`src/rtl/sprite_frame_scheduler_if.sv`:
```
// Renderer stream and VGA plot port shared by the scheduler and its neighbours.
// The scheduler takes the master side; state_dbg exposes its FSM state.
interface sprite_frame_scheduler_if;
   logic [7:0] render_x;
   logic [6:0] render_y;
   logic [2:0] render_colour;
   logic       render_done;
   logic       go_render;
   logic       go_shift;
   logic [7:0] vga_x;
   logic [6:0] vga_y;
   logic [2:0] vga_colour;
   logic       vga_plot;
   logic [2:0] state_dbg;

   modport master (
      input  render_x, render_y, render_colour, render_done,
      output go_render, go_shift, vga_x, vga_y, vga_colour, vga_plot, state_dbg
   );

   modport slave (
      output render_x, render_y, render_colour, render_done,
      input  go_render, go_shift, vga_x, vga_y, vga_colour, vga_plot, state_dbg
   );
endinterface

```
`src/rtl/sprite_frame_scheduler.sv`:
```
// Frame sequencer for one sprite: draw via the renderer, hold N frames,
// erase the bounding box, request a shift, settle, repeat while run is high.
module sprite_frame_scheduler #(
   parameter int         SPR_W           = 13,
   parameter int         SPR_H           = 15,
   parameter int         LEAD            = 3,
   parameter int         TICKS_PER_FRAME = 833334,
   parameter int         FRAMES_PER_STEP = 4,
   parameter logic [2:0] BG_COLOUR       = 3'b000
) (
   input  logic clk,
   input  logic reset,
   input  logic run,
   output logic busy,
   sprite_frame_scheduler_if.master bus
);

   typedef enum logic [2:0] {IDLE, GO, DRAW, HOLD, ERASE, SHIFT, SETTLE} state_t;

   localparam int TW = (TICKS_PER_FRAME > 1) ? $clog2(TICKS_PER_FRAME) : 1;
   localparam int DW = (LEAD > 0) ? $clog2(LEAD + 1) : 1;
   localparam int HW = (FRAMES_PER_STEP > 1) ? $clog2(FRAMES_PER_STEP + 1) : 1;
   localparam int XW = (SPR_W > 1) ? $clog2(SPR_W) : 1;
   localparam int YW = (SPR_H > 1) ? $clog2(SPR_H) : 1;

   localparam logic [TW-1:0] TICK_LAST = TW'(TICKS_PER_FRAME - 1);
   localparam logic [DW-1:0] DC_FULL   = DW'(LEAD);
   localparam logic [HW-1:0] HOLD_LAST = HW'(FRAMES_PER_STEP - 1);
   localparam logic [XW-1:0] EX_LAST   = XW'(SPR_W - 1);
   localparam logic [YW-1:0] EY_LAST   = YW'(SPR_H - 1);

   state_t        state;
   logic [TW-1:0] tick_cnt;
   logic          tick;
   logic [DW-1:0] dc;
   logic [HW-1:0] hold_cnt;
   logic [XW-1:0] ex;
   logic [YW-1:0] ey;
   logic [XW-1:0] next_ex;
   logic [YW-1:0] next_ey;
   logic [7:0]    org_x;
   logic [6:0]    org_y;
   logic          plotted;
   logic          settle_cnt;

   assign tick          = (tick_cnt == TICK_LAST);
   assign next_ex       = (ex == EX_LAST) ? '0 : ex + 1'b1;
   assign next_ey       = (ex == EX_LAST) ? ey + 1'b1 : ey;
   assign bus.state_dbg = state;

   // Free-running frame timebase, independent of the FSM.
   always_ff @(posedge clk) begin
      if (reset || tick) tick_cnt <= '0;
      else               tick_cnt <= tick_cnt + 1'b1;
   end

   always_ff @(posedge clk) begin
      if (reset) begin
         state          <= IDLE;
         dc             <= '0;
         hold_cnt       <= '0;
         ex             <= '0;
         ey             <= '0;
         org_x          <= '0;
         org_y          <= '0;
         plotted        <= 1'b0;
         settle_cnt     <= 1'b0;
         busy           <= 1'b0;
         bus.go_render  <= 1'b0;
         bus.go_shift   <= 1'b0;
         bus.vga_x      <= '0;
         bus.vga_y      <= '0;
         bus.vga_colour <= '0;
         bus.vga_plot   <= 1'b0;
      end else begin
         bus.go_render <= 1'b0;
         bus.go_shift  <= 1'b0;
         case (state)
            IDLE: begin
               bus.vga_plot <= 1'b0;
               if (run) begin
                  state         <= GO;
                  bus.go_render <= 1'b1;
                  busy          <= 1'b1;
               end
            end
            GO: begin
               state   <= DRAW;
               dc      <= '0;
               plotted <= 1'b0;
            end
            DRAW: begin
               if (dc != DC_FULL) dc <= dc + 1'b1;
               bus.vga_x      <= bus.render_x;
               bus.vga_y      <= bus.render_y;
               bus.vga_colour <= bus.render_colour;
               if (dc == DC_FULL && bus.render_done) begin
                  state        <= HOLD;
                  hold_cnt     <= '0;
                  bus.vga_plot <= 1'b0;
               end else begin
                  bus.vga_plot <= (dc == DC_FULL);
                  // The first plotted pixel anchors the erase box.
                  if (dc == DC_FULL && !plotted) begin
                     org_x   <= bus.render_x;
                     org_y   <= bus.render_y;
                     plotted <= 1'b1;
                  end
               end
            end
            HOLD: begin
               bus.vga_plot <= 1'b0;
               if (tick) begin
                  if (hold_cnt == HOLD_LAST) begin
                     state          <= ERASE;
                     ex             <= '0;
                     ey             <= '0;
                     bus.vga_x      <= org_x;
                     bus.vga_y      <= org_y;
                     bus.vga_colour <= BG_COLOUR;
                     bus.vga_plot   <= 1'b1;
                  end else begin
                     hold_cnt <= hold_cnt + 1'b1;
                  end
               end
            end
            ERASE: begin
               // Outputs always show pixel (ex, ey); each edge loads the next one.
               if (ex == EX_LAST && ey == EY_LAST) begin
                  state        <= SHIFT;
                  bus.vga_plot <= 1'b0;
                  bus.go_shift <= 1'b1;
               end else begin
                  ex         <= next_ex;
                  ey         <= next_ey;
                  bus.vga_x  <= org_x + 8'(next_ex);
                  bus.vga_y  <= org_y + 7'(next_ey);
               end
            end
            SHIFT: begin
               state      <= SETTLE;
               settle_cnt <= 1'b0;
            end
            SETTLE: begin
               if (!settle_cnt) begin
                  settle_cnt <= 1'b1;
               end else if (run) begin
                  state         <= GO;
                  bus.go_render <= 1'b1;
               end else begin
                  state <= IDLE;
                  busy  <= 1'b0;
               end
            end
            default: begin
               state <= IDLE;
               busy  <= 1'b0;
            end
         endcase
      end
   end

endmodule
```
`src/flat_wrapper.sv`:
```
// flat-port wrapper written by rule: the top's interface ports become plain ports
module sprite_frame_scheduler_flat 
#(
   parameter int         SPR_W           = 13,
   parameter int         SPR_H           = 15,
   parameter int         LEAD            = 3,
   parameter int         TICKS_PER_FRAME = 833334,
   parameter int         FRAMES_PER_STEP = 4,
   parameter logic [2:0] BG_COLOUR       = 3'b000
)
  (clk, reset, run, busy, bus_render_x, bus_render_y, bus_render_colour, bus_render_done, bus_go_render, bus_go_shift, bus_vga_x, bus_vga_y, bus_vga_colour, bus_vga_plot, bus_state_dbg);
  sprite_frame_scheduler_if bus_i ();
  input  logic clk;
  input  logic reset;
  input  logic run;
  output logic busy;
  input wire logic [$bits(bus_i.render_x)-1:0] bus_render_x;
  input wire logic [$bits(bus_i.render_y)-1:0] bus_render_y;
  input wire logic [$bits(bus_i.render_colour)-1:0] bus_render_colour;
  input wire logic [$bits(bus_i.render_done)-1:0] bus_render_done;
  output wire logic [$bits(bus_i.go_render)-1:0] bus_go_render;
  output wire logic [$bits(bus_i.go_shift)-1:0] bus_go_shift;
  output wire logic [$bits(bus_i.vga_x)-1:0] bus_vga_x;
  output wire logic [$bits(bus_i.vga_y)-1:0] bus_vga_y;
  output wire logic [$bits(bus_i.vga_colour)-1:0] bus_vga_colour;
  output wire logic [$bits(bus_i.vga_plot)-1:0] bus_vga_plot;
  output wire logic [$bits(bus_i.state_dbg)-1:0] bus_state_dbg;
  assign bus_i.render_x = bus_render_x;
  assign bus_i.render_y = bus_render_y;
  assign bus_i.render_colour = bus_render_colour;
  assign bus_i.render_done = bus_render_done;
  assign bus_go_render = bus_i.go_render;
  assign bus_go_shift = bus_i.go_shift;
  assign bus_vga_x = bus_i.vga_x;
  assign bus_vga_y = bus_i.vga_y;
  assign bus_vga_colour = bus_i.vga_colour;
  assign bus_vga_plot = bus_i.vga_plot;
  assign bus_state_dbg = bus_i.state_dbg;
  sprite_frame_scheduler #(.SPR_W(SPR_W), .SPR_H(SPR_H), .LEAD(LEAD), .TICKS_PER_FRAME(TICKS_PER_FRAME), .FRAMES_PER_STEP(FRAMES_PER_STEP), .BG_COLOUR(BG_COLOUR)) u_core (.clk(clk), .reset(reset), .run(run), .busy(busy), .bus(bus_i));
endmodule
```
`config.mk`:
```
export PLATFORM = sky130hd
export DESIGN_NAME = sprite_frame_scheduler_flat
export DESIGN_NICKNAME = d
export VERILOG_FILES = /design/src/rtl/sprite_frame_scheduler_if.sv /design/src/rtl/sprite_frame_scheduler.sv /design/src/flat_wrapper.sv
export SDC_FILE = /design/constraint.sdc
export NUM_CORES = 1
export LEC_CHECK = 0
export ABC_AREA = 1
export BUFFER_PORTS_ARGS = -buffer_cell sky130_fd_sc_hd__buf_2
export CAP_MARGIN = 40
export CORE_UTILIZATION = 55
export DETAILED_ROUTE_END_ITERATION = 8
export PLACE_DENSITY = 0.75
export SYNTH_ARGS = -nofsm -noshare
export SYNTH_HDL_FRONTEND = slang
export SYNTH_SLANG_ARGS = --single-unit
```
`constraint.sdc`:
```
create_clock -name clk -period 6.31 [get_ports clk]
set_input_delay 0.3155 -clock clk [delete_from_list [all_inputs] [get_ports clk]]
set_output_delay 0.3155 -clock clk [all_outputs]
set_load 0.01 [all_outputs]
```
Yosys cells after proc, flatten, opt, wreduce, memory -nomap -nowiden:

Cells that the tools add are included.

* output and inout bits: 25
* logic and storage cells: 125
* register bits: 75

* multiplexer cells: 50
* eq/ne operators: 24
* add/sub/neg operators: 7
* bitwise operators: 3
* reduce and logical (&&, ||, !) cells: 24

Operators by type and width (count)
* $mux W3: 11
* $mux W4: 6
* $mux W8: 3
* $pmux W8 S3: 1
* $mux W7: 3
* $pmux W3 S7: 1
* $pmux W7 S3: 1
* $add A20 B1 Y20 const B: 1
* $eq A20 B20 Y1 const B: 1
* $pmux W4 S2: 2
* $reduce_and A4 Y1: 4
* $ne A2 B1 Y1 const B: 7
* $mux W1: 13
* $ne A2 B2 Y1 const B: 6
* $pmux W3 S2: 2
* $eq A3 B2 Y1 const B: 3
* $eq A3 B3 Y1 const B: 3
* $reduce_and A3 Y1: 3
* $add A4 B1 Y4 const B: 2
* $add A8 B4 Y8: 1
* $eq A4 B4 Y1 const B: 2
* $reduce_bool A2 Y1: 4
* $add A7 B4 Y7: 1
* $pmux W1 S2: 3
* 19 further kinds: 24

Depth between registers and ports, before layout:

* depth in word-level cells: 5
* gate-level depth with buffers: 18

Worst setup path before layout:

Ideal clock, no wire load.

* path kind: register -> register
* start point: register u_core.ex[0]
* end point: register u_core.bus.vga_y[4]
* data arrival time: 2.195 ns
* setup slack: 4.003 ns
* data required time: 6.197 ns
* stages on the path, launching flop included: 19
* clock period less this slack: 2.307 ns
* path buffers: 0
* setup time: 0.113 ns
* cells stage by stage: dfxtp_1 -> inv_1 -> ha_1 -> nand2_1 -> nor2_1 -> inv_1 -> xor2_1 -> inv_1 -> ha_1 -> inv_1 -> fa_1 -> inv_1 -> nand3_1 -> nand2_1 -> or2_2 -> nand3_1 -> nand3_1 -> nor2_1 -> nor2_1

* cells in the longest elaborated chain, start to end: 5
* elaborated cells on any way between the ends: 8
* classes of those cells: 1 x add/sub; 2 x eq/ne; 3 x mux; 2 x reduce/logical

RTL lines
* from (decl): RTL line sprite_frame_scheduler.sv:37 `logic [XW-1:0] ex;`
* from (signal assigned): RTL line sprite_frame_scheduler.sv:134 `ex <= next_ex;`
* $eq A4 B4 Y1 (*): RTL line sprite_frame_scheduler.sv:48, sprite_frame_scheduler.sv:129
* $mux W4: RTL line sprite_frame_scheduler.sv:48 `assign next_ey = (ex == EX_LAST) ? ey + 1'b1 : ey;`
* $add A7 B4 Y7: RTL line sprite_frame_scheduler.sv:137 `bus.vga_y <= org_y + 7'(next_ey);`
* $mux W7: RTL line sprite_frame_scheduler.sv:129 `if (ex == EX_LAST && ey == EY_LAST) begin`
* $pmux W7 S3: RTL line sprite_frame_scheduler.sv:78 `case (state)`
* to (signal assigned): RTL line sprite_frame_scheduler.sv:95 `bus.vga_y <= bus.render_y;`
* to (signal assigned): RTL line sprite_frame_scheduler.sv:119 `bus.vga_y <= org_y;`
* to (signal assigned): RTL line sprite_frame_scheduler.sv:137
* to (decl): RTL line sprite_frame_scheduler_if.sv:18 `output go_render, go_shift, vga_x, vga_y, vga_colour, vga_plot, state_dbg`

Every way passes the cells marked *; elsewhere a longest branch is shown, timed or not. The select of a mux whose other input is x is not followed.
A chain may end at the register's enable or synchronous reset.

Worst setup path in the final report:

Same ends and word-level chain as after synthesis.

==> reports/results.txt <==
clk_skew: 0.0127 ns
Chip Height: 92.3 um
row count: 32
grt total ovfl: 0
Post-synth top cells: nand2_1, inv_1, nor2_1
crit-path max FO: 5
Hold Path Class: input pin to flip-flop
CTS sink count: 75
post-route setup slack: 3.71 ns
total die area: 8510 um^2
Post-CTS Setup Inserts: 0
Die W: 92.3 um
Unique masters post-synth: 43
CTS Buffer Depth: 2
Area growth syn-to-layout: 10.1%
first-iteration detailed-routing DRC count: 203
Total Nets Final: 748
Worst Max-Slew Pin Slew: 0.674 ns
VDD IR max: 0.000193 V
Buffers on Ports: 46
PostCTS Resize Cnt: 0
number of global-route vias before repair: 4078
Avg Cell Area, Syn: 6.74 um^2
diode count: 0
Max-slew headroom: 55.0%
Fill cells: 748
Setup TNS: 0 ns
root buffer cell: clkbuf_8
number of CTS-inserted buffers: 9
largest net degree at the start of global routing: 40
Final Max Slew Viols: 0
global-route wire length before repair: 18.2 mm
sequential element share of the synthesized area: 33.5%
Core Area: 7810 um^2
CP startpoint kind: flip-flop
Final period util: 41.3%
setup violators final: 0
worst skew pair latency: 0.36 ns
Avg WL per Cell: 12.9 um
count leader, synth: nand2_1
Syn. warnings: 0
max cap viols: 0
RSZ-0062 raised after global routing: false
syn_nets: 707
DR DRC count: 0
share of cells above drive strength 1: 15.2%
global placement routability congestion: 0.900
initial antenna violation count: 0
arrival time worst endpoint: 2.89 ns
ys async rst share: 0%
DP Wirelength: 7.56 mm
Pre-Repair DR Iteration Count: 5
Post-synth EDFFs: 0
final hold vios: 0
synthesized area: 4480 um^2
Core Util, Final: 63.2%
Max Freq: 384 MHz
status: completed
Place WS: 3.73 ns
Yosys reg bits: 75
DRT Wirelength: 10.5 mm
CTS H-Tree Depth: 3
Total GRT Usage: 26.8%
leakage power: 2.40 nW
critical path type: flip-flop to flip-flop
routed vias/inst: 5.17
share of the synthesized area in the top cell type: 33.5%
Synth area leaders: dfxtp_1, nand2_1, inv_1
DR vias: 4194
TritonCTS clock tree: yes
critical path required time: 6.60 ns
Worst setup EP type: flip-flop
CTS Hold Bufs: 0
power per cell area: 301 nW/um^2
starting density of the core: 57.4%
Synth area leader: dfxtp_1
cell count after synthesis: 665
Top FF cell, synth: dfxtp_1
crit path time final: 2.60 ns
CTS clock-pin slew for the worst setup and hold paths: 0.08 ns
IO Pins: 47
Post-DRT Antenna Nets: 0
==> cell usage in the layout, fill, tap and decap left out, drive strengths merged, types with 5 or more instances in the layout <==
cell and instances:
nand2 168, nor2 103, inv 102, dfxtp 75, buf 47, nand3 44
a21oi 37, o21ai 33, nand4 25, ha 18, clkbuf 11, xor2 6
nor3 6, or2 6, xnor2 5
==> registers in the layout (all words and copies together), names as in the netlist <==
signal	cells
u_core.bus.go_render	1
u_core.bus.go_shift	1
u_core.bus.state_dbg	3
u_core.bus.vga_colour	3
u_core.bus.vga_plot	1
u_core.bus.vga_x	8
u_core.bus.vga_y	7
u_core.busy	1
u_core.dc	2
u_core.ex	4
u_core.ey	4
u_core.hold_cnt	3
u_core.org_x	8
u_core.org_y	7
u_core.plotted	1
u_core.settle_cnt	1
u_core.tick_cnt	20
==> cell families after synthesis <==
kind of cell,after synthesis,synth area share [%]
adder cells (fa/ha/maj),20,5.92
buffers and inverters,119,11.0
flip-flops,75,33.5
multiplexers,1,0.223
XOR/XNOR,11,2.15
AO/OA/AOI/OAI,81,9.63
AND/OR/NAND/NOR,358,37.6
==> worst paths after layout <==
path	from	endpoint	slack [ns]	depth (start not counted)
setup / recovery	u_core.ex[0]$_SDFFE_PP0P_	u_core.bus.vga_y[4]$_SDFFE_PP0P_	3.71	16
hold reg to reg	u_core.tick_cnt[0]$_SDFF_PP0_	u_core.tick_cnt[0]$_SDFF_PP0_	0.47	1
setup reg to reg	u_core.ex[0]$_SDFFE_PP0P_	u_core.bus.vga_y[4]$_SDFFE_PP0P_	3.71	16
hold / removal	bus_render_colour[1]	u_core.bus.vga_colour[1]$_SDFFE_PP0P_	0.19	3
==> metrics by stage <==
stage,total power (W),cells,instance area (um^2),hold slack [ns]
final,0.00149,812,4930,0.194
after global routing,0.00160,812,4930,0.197
after CTS,0.00149,812,4930,0.196
after floorplan,0.000996,665,4480,0.434
after detailed placement,0.00112,797,4740,0.453
after global placement,0.00111,797,4740,0.447
==> power breakdown <==
| group | total [W] | internal [W] | switching [W] | leakage, nW |
|---|---|---|---|---|
| Sequential | 0.000594 | 0.000539 | 0.0000548 | 0.609 |
| Combinational | 0.000519 | 0.000185 | 0.000334 | 1.69 |
| Clock | 0.000373 | 0.000191 | 0.000181 | 0.0954 |
| Total | 0.00149 | 0.000916 | 0.000570 | 2.40 |
==> worst max-delay path, stage by stage (launching register included) <==
cell,delay [ns]
dfxtp_1,0.34
inv_1,0.08
ha_1,0.14
nand2_1,0.06
nor2_1,0.19
inv_1,0.14
o21ai_0,0.34
inv_1,0.11
fa_1,0.43
inv_1,0.11
nand3_1,0.08
nand2_1,0.12
or2_2,0.12
nand3_1,0.05
nand3_1,0.08
nor2_1,0.04
nor2_1,0.11
==> per-layer routing <==
metal  vias to the layer above  GRT usage, %  routed length, um
met2                       112          48.5               5150
met1                      1888          31.6               4620
li1                       2183             -                  -
met5                         -             0                  0
met4                         0          10.0                142
met3                        11          4.31                543
==> area by class of cell <==
cell class	count	area, um^2	area share, %
tap	102	128	2.59
inverter	102	385	7.82
sequential	75	1500	30.4
clock inverter	4	51.3	1.04
clock buffer	11	141	2.87
timing repair buffer	47	238	4.82
multi-input combinational	471	2490	50.4
(Power assumes the default switching activity.)
